===== src/rtl/ascon_cfg.sv =====
// Shared ASCON configuration constants: output-bus word type codes.
package ascon_cfg;

    localparam logic [2:0] D_NONE = 3'd0;
    localparam logic [2:0] D_TAG  = 3'd5;

endpackage


===== src/rtl/put_tag_if.sv =====
// Tag input handshake plus bdo output bus for put_tag.
// The master modport is the put_tag side; slave is the core/downstream side.
interface put_tag_if #(
    parameter int unsigned TAG_W  = 128,
    parameter int unsigned DATA_W = 32
);

    logic              tag_valid;
    logic [TAG_W-1:0]  tag;
    logic              tag_ready;
    logic              bdo_valid;
    logic [2:0]        bdo_type;
    logic [DATA_W-1:0] bdo;
    logic              bdo_eot;
    logic              bdo_ready;

    modport master (
        input  tag_valid, tag, bdo_ready,
        output tag_ready, bdo_valid, bdo_type, bdo, bdo_eot
    );

    modport slave (
        output tag_valid, tag, bdo_ready,
        input  tag_ready, bdo_valid, bdo_type, bdo, bdo_eot
    );

endinterface


===== src/rtl/put_tag.sv =====
// Serialises a computed tag MSB-word-first onto the bdo bus as D_TAG words,
// flagging the last word with eot and accepting the next tag on that word's transfer.
module put_tag
    import ascon_cfg::*;
#(
    parameter int unsigned TAG_W  = 128,
    parameter int unsigned DATA_W = 32
) (
    input  logic     clk_i,
    input  logic     rst_n_i,
    put_tag_if.master bus_io,
    input  logic     abort_i,
    output logic     busy_o,
    output logic     done_o
);

    localparam int unsigned WORDS = TAG_W / DATA_W;
    localparam int unsigned CNT_W = (WORDS > 1) ? $clog2(WORDS) : 1;
    localparam logic [CNT_W-1:0] LastCnt = CNT_W'(WORDS - 1);

    typedef enum logic [0:0] {StIdle, StSend} state_e;

    state_e           state_q;
    logic [TAG_W-1:0] shift_q;
    logic [CNT_W-1:0] cnt_q;
    logic             valid_q;
    logic             eot_q;
    logic [2:0]       type_q;
    logic             done_q;

    logic last;
    logic xfer;
    logic load;

    assign last = (cnt_q == LastCnt);
    assign xfer = valid_q & bus_io.bdo_ready;
    // Ready on the final transfer lets a new tag follow without a bubble.
    assign bus_io.tag_ready = (state_q == StIdle) |
                              ((state_q == StSend) & last & bus_io.bdo_ready);
    assign load = bus_io.tag_valid & bus_io.tag_ready;

    assign bus_io.bdo_valid = valid_q;
    assign bus_io.bdo_type  = type_q;
    assign bus_io.bdo       = shift_q[TAG_W-1 -: DATA_W];
    assign bus_io.bdo_eot   = eot_q;
    assign busy_o           = (state_q == StSend);
    assign done_o           = done_q;

    always_ff @(posedge clk_i or negedge rst_n_i) begin
        if (!rst_n_i) begin
            state_q <= StIdle;
            shift_q <= '0;
            cnt_q   <= '0;
            valid_q <= 1'b0;
            eot_q   <= 1'b0;
            type_q  <= D_NONE;
            done_q  <= 1'b0;
        end else if (abort_i) begin
            state_q <= StIdle;
            shift_q <= '0;
            cnt_q   <= '0;
            valid_q <= 1'b0;
            eot_q   <= 1'b0;
            type_q  <= D_NONE;
            done_q  <= 1'b0;
        end else begin
            done_q <= 1'b0;
            unique case (state_q)
                StIdle: begin
                    if (load) begin
                        state_q <= StSend;
                        shift_q <= bus_io.tag;
                        cnt_q   <= '0;
                        valid_q <= 1'b1;
                        eot_q   <= (LastCnt == '0);
                        type_q  <= D_TAG;
                    end
                end
                StSend: begin
                    if (xfer) begin
                        if (last) begin
                            done_q <= 1'b1;
                            if (load) begin
                                shift_q <= bus_io.tag;
                                cnt_q   <= '0;
                                eot_q   <= (LastCnt == '0);
                            end else begin
                                state_q <= StIdle;
                                shift_q <= '0;
                                cnt_q   <= '0;
                                valid_q <= 1'b0;
                                eot_q   <= 1'b0;
                                type_q  <= D_NONE;
                            end
                        end else begin
                            shift_q <= shift_q << DATA_W;
                            cnt_q   <= cnt_q + CNT_W'(1);
                            eot_q   <= ((cnt_q + CNT_W'(1)) == LastCnt);
                        end
                    end
                end
                default: state_q <= StIdle;
            endcase
        end
    end

endmodule


===== src/flat_wrapper.sv =====
// flat-port wrapper written by rule: the top's interface ports become plain ports
module put_tag_flat import ascon_cfg::*;
#(
    parameter int unsigned TAG_W  = 128,
    parameter int unsigned DATA_W = 32
)
  (clk_i, rst_n_i, abort_i, busy_o, done_o, bus_io_tag_valid, bus_io_tag, bus_io_bdo_ready, bus_io_tag_ready, bus_io_bdo_valid, bus_io_bdo_type, bus_io_bdo, bus_io_bdo_eot);
  put_tag_if #(.TAG_W(TAG_W), .DATA_W(DATA_W)) bus_io_i ();
  input  logic clk_i;
  input  logic rst_n_i;
  input  logic abort_i;
  output logic busy_o;
  output logic done_o;
  input wire logic [$bits(bus_io_i.tag_valid)-1:0] bus_io_tag_valid;
  input wire logic [$bits(bus_io_i.tag)-1:0] bus_io_tag;
  input wire logic [$bits(bus_io_i.bdo_ready)-1:0] bus_io_bdo_ready;
  output wire logic [$bits(bus_io_i.tag_ready)-1:0] bus_io_tag_ready;
  output wire logic [$bits(bus_io_i.bdo_valid)-1:0] bus_io_bdo_valid;
  output wire logic [$bits(bus_io_i.bdo_type)-1:0] bus_io_bdo_type;
  output wire logic [$bits(bus_io_i.bdo)-1:0] bus_io_bdo;
  output wire logic [$bits(bus_io_i.bdo_eot)-1:0] bus_io_bdo_eot;
  assign bus_io_i.tag_valid = bus_io_tag_valid;
  assign bus_io_i.tag = bus_io_tag;
  assign bus_io_i.bdo_ready = bus_io_bdo_ready;
  assign bus_io_tag_ready = bus_io_i.tag_ready;
  assign bus_io_bdo_valid = bus_io_i.bdo_valid;
  assign bus_io_bdo_type = bus_io_i.bdo_type;
  assign bus_io_bdo = bus_io_i.bdo;
  assign bus_io_bdo_eot = bus_io_i.bdo_eot;
  put_tag #(.TAG_W(TAG_W), .DATA_W(DATA_W)) u_core (.clk_i(clk_i), .rst_n_i(rst_n_i), .bus_io(bus_io_i), .abort_i(abort_i), .busy_o(busy_o), .done_o(done_o));
endmodule

===== config.mk =====
export PLATFORM = sky130hd
export DESIGN_NAME = put_tag_flat
export DESIGN_NICKNAME = d
export VERILOG_FILES = /design/src/rtl/ascon_cfg.sv /design/src/rtl/put_tag_if.sv /design/src/rtl/put_tag.sv /design/src/flat_wrapper.sv
export SDC_FILE = /design/constraint.sdc
export NUM_CORES = 1
export LEC_CHECK = 0
export BUFFER_PORTS_ARGS = -buffer_cell sky130_fd_sc_hd__buf_2
export CAP_MARGIN = 10
export CORE_MARGIN = 4
export CORE_UTILIZATION = 50
export DETAILED_ROUTE_END_ITERATION = 7
export GPL_ROUTABILITY_DRIVEN = 0
export HOLD_SLACK_MARGIN = 0.02
export PLACE_DENSITY = 0.77
export SYNTH_ARGS = -nofsm -noshare
export SYNTH_HDL_FRONTEND = slang
export SYNTH_SLANG_ARGS = --single-unit

===== constraint.sdc =====
create_clock -name clk_i -period 2.1 [get_ports clk_i]
set_input_delay 0.105 -clock clk_i [delete_from_list [all_inputs] [get_ports clk_i]]
set_output_delay 0.105 -clock clk_i [all_outputs]
set_load 0.01 [all_outputs]

# --- Word level (Yosys, flattened, before mapping) ---
# Cells that the tools add are included.
word_totals:
  out_inout_bits: 40
  inputBits: 133
  wordCells: 59
  regBits: 137
classes:
  eq_ne: 6
  n_addsub: 1
  muxes: 37
  n_bitwise: 6
  n_reduce_logical: 2
ops:
  columns: ["cell", "count"]
  rows:
  - ["$mux W128", 5]
  - ["$pmux W128 S2", 1]
  - ["$mux W1", 17]
  - ["$mux W3", 5]
  - ["$ne A3 B3 Y1 const B", 3]
  - ["$mux W2", 4]
  - ["$pmux W1 S2", 3]
  - ["$pmux W3 S2", 1]
  - ["$and A1 B1 Y1", 4]
  - ["$eq A2 B2 Y1 const B", 2]
  - ["$pmux W2 S2", 1]
  - ["$reduce_and A4 Y1", 1]
  - ["$ne A3 B2 Y1 const B", 1]
  - ["$add A2 B1 Y2 const B", 1]
  - ["$reduce_and A2 Y1", 1]
  - ["$not A1 Y1", 1]
  - ["$or A1 B1 Y1", 1]

# --- Depth between registers and ports, before layout ---
# Gate-level depths: netlist of the first run.
depth:
  depth_word: 10
  ltp_mapped: 6
  ltp_nobuf: 4

# --- Least setup slack after synthesis of the first run ---
# No wires, ideal clock.
synth_timing:
  kind: "register to register"
  from: "register u_core.state_q, in the netlist u_core.busy_o"
  to: "register u_core.shift_q[100]"
  slack_ps: 435
  synth_period_minus_slack_ps: 1665
  path_stages_with_launch: 7
  setup_ps: 126
  path_buffers: 3
  arrival_ps: 1539
  cell_sequence: "dfrtp_1 > nand2b_1 > and3b_1 > clkbuf_1 > buf_4 > buf_6 > a221o_1"
synth_via:
  elab_chain_len: 9
  word_cells_on_any_way: 13
  cone_classes: "eq/ne (2); mux (5); bitwise (5); reduce/logical (1)"
synth_rtl:
  columns: ["item", "line_no", "source"]
  rows:
  - ["from (decl)", "put_tag.sv:23", "state_e state_q;"]
  - ["from (signal assigned)", "put_tag.sv:51", "state_q <= StIdle;"]
  - ["from (signal assigned)", "put_tag.sv:59", "state_q <= StIdle;"]
  - ["from (signal assigned)", "put_tag.sv:71", "state_q <= StSend;"]
  - ["$and A1 B1 Y1 (2 in series)", "put_tag.sv:39", "((state_q == StSend) & last & bus_io.bdo_ready);"]
  - ["$or A1 B1 Y1", "put_tag.sv:38", "assign bus_io.tag_ready = (state_q == StIdle) |"]
  - ["$and A1 B1 Y1", "put_tag.sv:40", "assign load = bus_io.tag_valid & bus_io.tag_ready;"]
  - ["$mux W128", "put_tag.sv:83", "if (load) begin"]
  - ["$mux W128", "put_tag.sv:81", "if (last) begin"]
  - ["$mux W128", "put_tag.sv:80", "if (xfer) begin"]
  - ["$pmux W128 S2", "put_tag.sv:68", "unique case (state_q)"]
  - ["$mux W128", "put_tag.sv:58", "end else if (abort_i) begin"]
  - ["to (signal assigned)", "put_tag.sv:72", "shift_q <= bus_io.tag;"]
  - ["to (signal assigned)", "put_tag.sv:84", "shift_q <= bus_io.tag;"]
  - ["to (signal assigned)", "put_tag.sv:96", "shift_q <= shift_q << DATA_W;"]
  - ["to (decl)", "put_tag.sv:24", "logic [TAG_W-1:0] shift_q;"]
# Parallel ways exist; a longest one is shown, timed or not. The select of a mux whose other input is x is not followed.
# A chain may end at the register's enable or synchronous reset.

# --- Final worst setup path of the first run ---
layout_timing:
  from: "register u_core.cnt_q[0]"
  to: "output bus_io_tag_ready"
layout_via:
  elab_chain_len: 4
layout_rtl:
  columns: ["item", "line_no", "source"]
  rows:
  - ["from (decl)", "put_tag.sv:25", "logic [CNT_W-1:0] cnt_q;"]
  - ["from (signal assigned)", "put_tag.sv:97", "cnt_q <= cnt_q + CNT_W'(1);"]
  - ["$eq A2 B2 Y1", "put_tag.sv:35", "assign last = (cnt_q == LastCnt);"]
  - ["$and A1 B1 Y1 (2 in series)", "put_tag.sv:39", null]
  - ["$or A1 B1 Y1", "put_tag.sv:38", null]
  - ["to (decl)", "flat_wrapper.sv:17", "output wire logic [$bits(bus_io_i.tag_ready)-1:0] bus_io_tag_ready;"]
# Every way passes these cells.

==> results of run 1 <==
==> routing by layer <==
layer  global-route usage  vias up  part of all wire
met3               0.0459       36             0.055
met4               0.0835        0             0.022
met2                0.416      225              0.50
met1                0.330     2514              0.43
li1                     -     2352                 -
met5                    0        -                 0
==> final cells by class <==
| type | count | share of cell area |
|---|---|---|
| timing repair buffer | 311 | 0.267 |
| multi-input combinational | 259 | 0.255 |
| clock buffer | 24 | 0.0579 |
| sequential | 134 | 0.387 |
| inverter | 2 | 0.000866 |
| tap | 147 | 0.0212 |
| clock inverter | 8 | 0.0110 |
==> worst register-to-register path: stages (launching register included) <==
cell	delay [ns]
dfrtp_1	0.41
buf_4	0.20
nand4b_1	0.17
buf_4	0.42
nor3b_1	0.14
a221o_1	0.31
==> worst max-delay path by stage <==
stage                                                 end  cells after the start
after CTS                                bus_io_tag_ready                      5
final                                    bus_io_tag_ready                      5
after global routing                     bus_io_tag_ready                      5
after detailed placement   u_core.shift_q[94]$_DFFE_PN0P_                      5
after global placement     u_core.shift_q[25]$_DFFE_PN0P_                      5
after floorplan           u_core.shift_q[100]$_DFFE_PN0P_                      6
==> cell usage in the layout, fill, tap and decap left out, types with 2 or more instances in the layout <==
cell / instances
buf_2: 170
nand3_1: 5
buf_12: 7
clkinv_2: 4
dfrtp_1: 134
clkbuf_16: 17
nand3b_1: 3
nor2_1: 3
clkbuf_8: 5
a22o_1: 35
clkinvlp_4: 2
inv_1: 2
nand2_1: 2
bufinv_16: 2
nand2b_1: 6
dlygate4sd3_1: 127
nor3b_1: 93
a21oi_1: 3
nand4_1: 3
clkbuf_1: 2
buf_4: 6
a221o_1: 93
==> registers in the layout, indices dropped and copies added (netlist names) <==
name / flops
u_core.bus_io.bdo_type: 1
u_core.busy_o: 1
u_core.shift_q: 128
u_core.done_o: 1
u_core.bus_io.bdo_eot: 1
u_core.cnt_q: 2
==> cell families after synthesis <==
family | Yosys count
and+or+nand+nor | 120
DFF | 134
muxes | 1
adders and majority gates | 2
other | 1
AOI/OAI and AO/OA | 135
buffers and inverters | 88
==> power by group through the flow <==
stage	sequential (mW)	clock [mW]	combinational [mW]
6_report	2.84	2.93	0.802
5_1_grt	2.85	3.10	0.869
3_3_place_gp	2.87	0	0.587
4_1_cts	2.83	2.98	0.790
2_1_floorplan	2.84	0	0.379
3_5_place_dp	2.87	0	0.603
==> repair_timing <==
| item | CTS | global route |
|---|---|---|
| endpoints found under the hold margin | 245 | 0 |
| hold buffers | 127 | 0 |
| buffers inserted | 0 | 0 |
==> per-stage QoR <==
step	total power, mW	hold slack (ns)	worst slack (ns)
final	6.57	0.0543	0.277
after global routing	6.82	0.0712	0.155
after CTS	6.60	0.0402	0.261
after global placement	3.45	0.00475	0.461
after detailed placement	3.47	0.00493	0.406
after floorplan	3.21	-0.191	0.435
==> metrics.yaml, run 1 <==
cells_and_area:
  finalNetCount: 860
  regArea_um2: 3350
  fillCellCount: 759
  drive_gt1_frac: 0.297
  multi_input_area_um2: 2210
  finalNonFillerCells: 885
  n_antenna_cell: 0
  post-route-util: 0.725
  stdcell_area_um2: 8670
  areaGrowthSynthToFinish_pct: 42.6
power:
  p_int_mw: 5.10
  seqPwrFrac: 0.432
  swShare: 0.224
  switching_power_mw: 1.47
  pwr-share-clk: 0.446
  p_leak_nw: 4.05
  pwr-share-comb: 0.122
  ir_drop_mv: 0.416
  powerDensity_nw_per_um2: 758
timing:
  clock.fmax_mhz: 548
  setup_viol: 0
  worstMarginPinSlew_ns: 0.591
  drv_slew: 0
  hold_viol_final: 0
  finalCriticalPeriod_ns: 1.82
  setup_tns_ns: 0
  rsz0062_at_grt: "no"
  period_share: 0.868
  slew_headroom: 0.606
  fin_skew_ns: 0.00397
logic_synthesis:
  synth_area_leaders: "dfrtp_1 (55%), a221o_1 (15%), nor3b_1 (11%)"
  syn_inst: 481
  synth_nets: 616
  ys.warnings.count: 0
  syn_area_um2: 6080
  synthMuxAreaShare: 0.00185
  synth.avg_cell_area_um2: 12.6
  yosysTopAreaCell: "dfrtp_1"
  async_flop_share: 1.00
  synth_xor_area_frac: 0
  ys_ff_latch: 134
  synthSimpleGateAreaFrac: 0.142
  synth_top_family_by_area: "compound AO/OA/AOI/OAI gates"
  ys_types: 26
  synthTopCellsByCount: "dfrtp_1 (134), a221o_1 (93), nor3b_1 (93), buf_4 (37), a22o_1 (35)"
  yosysMostFrequentCell: "dfrtp_1"
  synth_compound_area_frac: 0.210
  synth_edf_count: 0
  seq_area_frac_synth: 0.551
  synthAdderAreaFrac: 0.00412
  ys.flop_type: "dfrtp_1"
  yosysTopAreaCellShare: 0.551
floorplan:
  io_pins: 173
  rows: 40
  die-area_um2: 14000
  core_area_um2: 12000
  start_util: 0.508
  die_w_um: 118
  fp.dieH_um: 118
cts:
  cts_buffers: 17
  cts_tree: "done"
  clock_path_buffers: 2
  cts_resized: 0
  root_buffer: "clkbuf_16"
  clock_latency_ns: 0.40
  clk_pin_slew_ns: 0.05
  cts_max_level: 4
  clock-sinks: 134
hold_path:
  holdCritPathClass: "in2reg"
  hold_path_depth: 3
  holdPathEnd: "u_core.busy_o$_DFF_PN0_"
  min_from: "bus_io_tag_valid"
worst_setup_path:
  cp_slowest_cell: "dfrtp_1"
  worstPathMaxFanout: 44
  critPathLaunch: "u_core.cnt_q[0]$_DFFE_PN0P_"
  cp_num_buf_inv: 2
  path_cells: "ha_4, buf_4, nand2_1, nand2_1, buf_2"
  critPathKind: "reg2out"
  r2r_setup_slack_ns: 0.32
  r2r-end: "u_core.shift_q[94]$_DFFE_PN0P_"
  critPathCaptureType: "primary output"
  worstPathRequired_ns: 2.00
  path_delay_family: "buffers and inverters"
  r2r-start: "u_core.busy_o$_DFF_PN0_"
  ff2ff_path_depth: 5
  cp.arrival_ns: 1.72
  startpoint_type: "register"
  slowest_delay_ns: 0.42
  cp_common_cell: "nand2_1"
outcome:
  status: "completed"
global_route:
  grt_pass1_wl_um: 28000
  grtUsageTotal: 0.249
  grt_max_degree: 73
  grt_remaining_overflow: 0
  antenna_found_initial: 0
  grt_pass1_vias: 5250
detailed_routing:
  first_pass_iters: 5
  routedWlPerCell_um: 19.5
  wl_um: 17200
  vias: 5127
  drtIter0Drc: 397
  drc: 0
  antenna_left: 0
  viasPerCell: 5.79
place:
  place_inst: 726
  dpl-instance-area_um2: 6800
  portBuffers: 171
  hpwl_um: 9900
job:
  cap_viol_max_count: 0
Note: power is estimated with default switching activity, not from simulation.
==> inputs of run 2 (changes only) <==
--- a/config.mk
+++ b/config.mk
@@ -7,12 +7,14 @@
 export LEC_CHECK = 0
 export BUFFER_PORTS_ARGS = -buffer_cell sky130_fd_sc_hd__buf_2
 export CAP_MARGIN = 10
+export CELL_PAD_IN_SITES_DETAIL_PLACEMENT = 2
+export CELL_PAD_IN_SITES_GLOBAL_PLACEMENT = 2
 export CORE_MARGIN = 4
-export CORE_UTILIZATION = 50
+export CORE_UTILIZATION = 34
 export DETAILED_ROUTE_END_ITERATION = 7
 export GPL_ROUTABILITY_DRIVEN = 0
 export HOLD_SLACK_MARGIN = 0.02
-export PLACE_DENSITY = 0.77
+export PLACE_DENSITY_LB_ADDON = 0.1
 export SYNTH_ARGS = -nofsm -noshare
 export SYNTH_HDL_FRONTEND = slang
 export SYNTH_SLANG_ARGS = --single-unit
==> constraint.sdc (replaced) <==
create_clock -name clk_i -period 1.9 [get_ports clk_i]
set_input_delay 0.095 -clock clk_i [delete_from_list [all_inputs] [get_ports clk_i]]
set_output_delay 0.095 -clock clk_i [all_outputs]
set_load 0.01 [all_outputs]
==> metrics.yaml, run 2 (synthesis results as in run 1) <==
detailed_routing:
  vias: 5289  # +3.2%
  drtIter0Drc: 285  # -28%
  wl_um: 22000  # +28%
  routedWlPerCell_um: 22.8  # +17%
  drc: 0  # unchanged
  first_pass_iters: 4  # -1
  viasPerCell: 5.49  # -5.3%
  antenna_left: 0  # unchanged
worst_setup_path:
  slowest_delay_ns: 0.42  # about the same
  worstPathMaxFanout: 45  # +2.3%
  critPathKind: "reg2reg"
  cp.arrival_ns: 2.11  # +0.39 ns
  critPathCaptureType: "register"
  cp_slowest_cell: "dfrtp_1"
  worstPathRequired_ns: 2.24  # +0.24 ns
  startpoint_type: "register"
  path_cells: "ha_4, nand3_1, a21oi_4, buf_12, a221o_1"
floorplan:
  fp.dieH_um: 142  # +20%
  die-area_um2: 20100  # +44%
  die_w_um: 142  # +20%
  core_area_um2: 17400  # +46%
  rows: 48  # +20%
  io_pins: 173  # unchanged
  start_util: 0.349  # -0.159
global_route:
  grt_max_degree: 102  # +40%
  grt_pass1_vias: 5933  # +13%
  grt_pass1_wl_um: 34200  # +22%
  antenna_found_initial: 0  # unchanged
  grt_remaining_overflow: 0  # unchanged
  grtUsageTotal: 0.217  # -0.0325
cells_and_area:
  finalNetCount: 861  # +0.12%
  final_common_cell: "buf_2"
  final_cell_mix: "buf_2 (170), dfrtp_1 (134), dlygate4sd3_1 (127)"
  stdcell_area_um2: 8820  # +1.7%
  drive_gt1_frac: 0.295  # -0.00175
  largest_reg_flops: 128  # unchanged
  areaGrowthSynthToFinish_pct: 45.0
  n_antenna_cell: 0  # unchanged
  reg.largest.list: "u_core.shift_q x128, u_core.cnt_q x2"
  regMostFlops: "u_core.shift_q"
timing:
  rsz0062_at_grt: "no"
  drv_slew: 0  # unchanged
  fin_skew_ns: 0.00734  # +0.00337 ns
  hold_slack_ns: 0.0660  # +0.0117 ns
  clock.fmax_mhz: 566
  hold_viol_final: 0  # unchanged
  setup_tns_ns: 0  # unchanged
  setup_slack_ns: 0.134  # -0.143 ns
  period_share: 0.930
  finalCriticalPeriod_ns: 1.77
  setup_viol: 0  # unchanged
cts:
  clock_path_buffers: 2  # unchanged
  postCtsSetupRepairBufs: 0  # unchanged
  clk_pin_slew_ns: 0.06  # about the same
  root_buffer: "clkbuf_16"
  clock-sinks: 134  # unchanged
  cts_max_level: 4  # unchanged
  cts_tree: "done"
  cts_buffers: 17  # unchanged
  clock_latency_ns: 0.41  # about the same
place:
  post-place-ws_ns: 0.204  # -0.203 ns
  dpl-instance-area_um2: 6930  # +1.8%
  hpwl_um: 12200  # +23%
  portBuffers: 171  # unchanged
power:
  p_leak_nw: 4.07  # +0.37%
  ir_drop_mv: 0.632  # +52%
  powerDensity_nw_per_um2: 833  # +10%
outcome:
  status: "completed"
job:
  cap_viol_max_count: 0  # unchanged
hold_path:
  holdCritPathClass: "in2reg"
==> run 2: worst paths after layout <==
| check | start | endpoint | slack [ns] | cells past startpoint |
|---|---|---|---|---|
| worst max-delay path | u_core.cnt_q[0]$_DFFE_PN0P_ | u_core.shift_q[114]$_DFFE_PN0P_ | 0.13 | 5 |
| worst min-delay path | bus_io_tag[67] | u_core.shift_q[67]$_DFFE_PN0P_ | 0.07 | 4 |
| worst max register to register | u_core.cnt_q[0]$_DFFE_PN0P_ | u_core.shift_q[114]$_DFFE_PN0P_ | 0.13 | 5 |
| worst min register to register | u_core.shift_q[17]$_DFFE_PN0P_ | u_core.shift_q[17]$_DFFE_PN0P_ | 0.50 | 1 |
| max in group asynchronous | rst_n_i | u_core.shift_q[47]$_DFFE_PN0P_ | 1.05 | 3 |
| min in group asynchronous | rst_n_i | u_core.shift_q[66]$_DFFE_PN0P_ | 0.18 | 2 |
==> run 2: what timing repair did <==
action / 4_1_cts / 5_1_grt
endpoints found under the setup margin: 1 / 1
pin swaps: 0 / 0
gates resized for setup: 1 / 0
hold endpoints to repair: 171 / 0
gates cloned: 0 / 1
hold buffers: 127 / 0
==> run 2: metal layers <==
metal	routed length, um	share of wire	vias to the layer above	GRT usage
met5	0	0	-	0
met4	423	0.019	0	0.0641
met3	903	0.041	28	0.0388
met2	11500	0.52	162	0.388
met1	9160	0.42	2750	0.267
li1	-	-	2349	-
==> run 2: final cells by class <==
class                      count  area, um^2
clock buffer                  25         495
clock inverter                 7        93.8
fill                        1706        8600
inverter                       2        7.51
multi-input combinational    259        2210
sequential                   134        3350
tap                          225         282
timing repair buffer         312        2380
==> run 2: critical path, delay by kind of cell (launching register included) <==
family | cells | cell delay [ns]
AOI/OAI and AO/OA | 2 | 0.58
DFF | 1 | 0.42
buffers and inverters | 1 | 0.28
adders and majority gates | 1 | 0.22
and+or+nand+nor | 1 | 0.17
==> run 2: report_power, final <==
part	leakage [nW]	switching, mW	internal, mW	total (mW)
Sequential	1.81	0.109	3.02	3.13
Combinational	1.98	0.413	0.512	0.925
Clock	0.283	1.22	2.07	3.29
Total	4.07	1.74	5.61	7.35
==> run 2: stage by stage <==
stage	util	cells	power, mW
global placement	0.398	804	3.84
floorplan	-	481	3.55
finish	0.506	964	7.35
CTS	0.505	963	7.42
detailed placement	0.398	804	3.87
global route	0.506	964	7.66
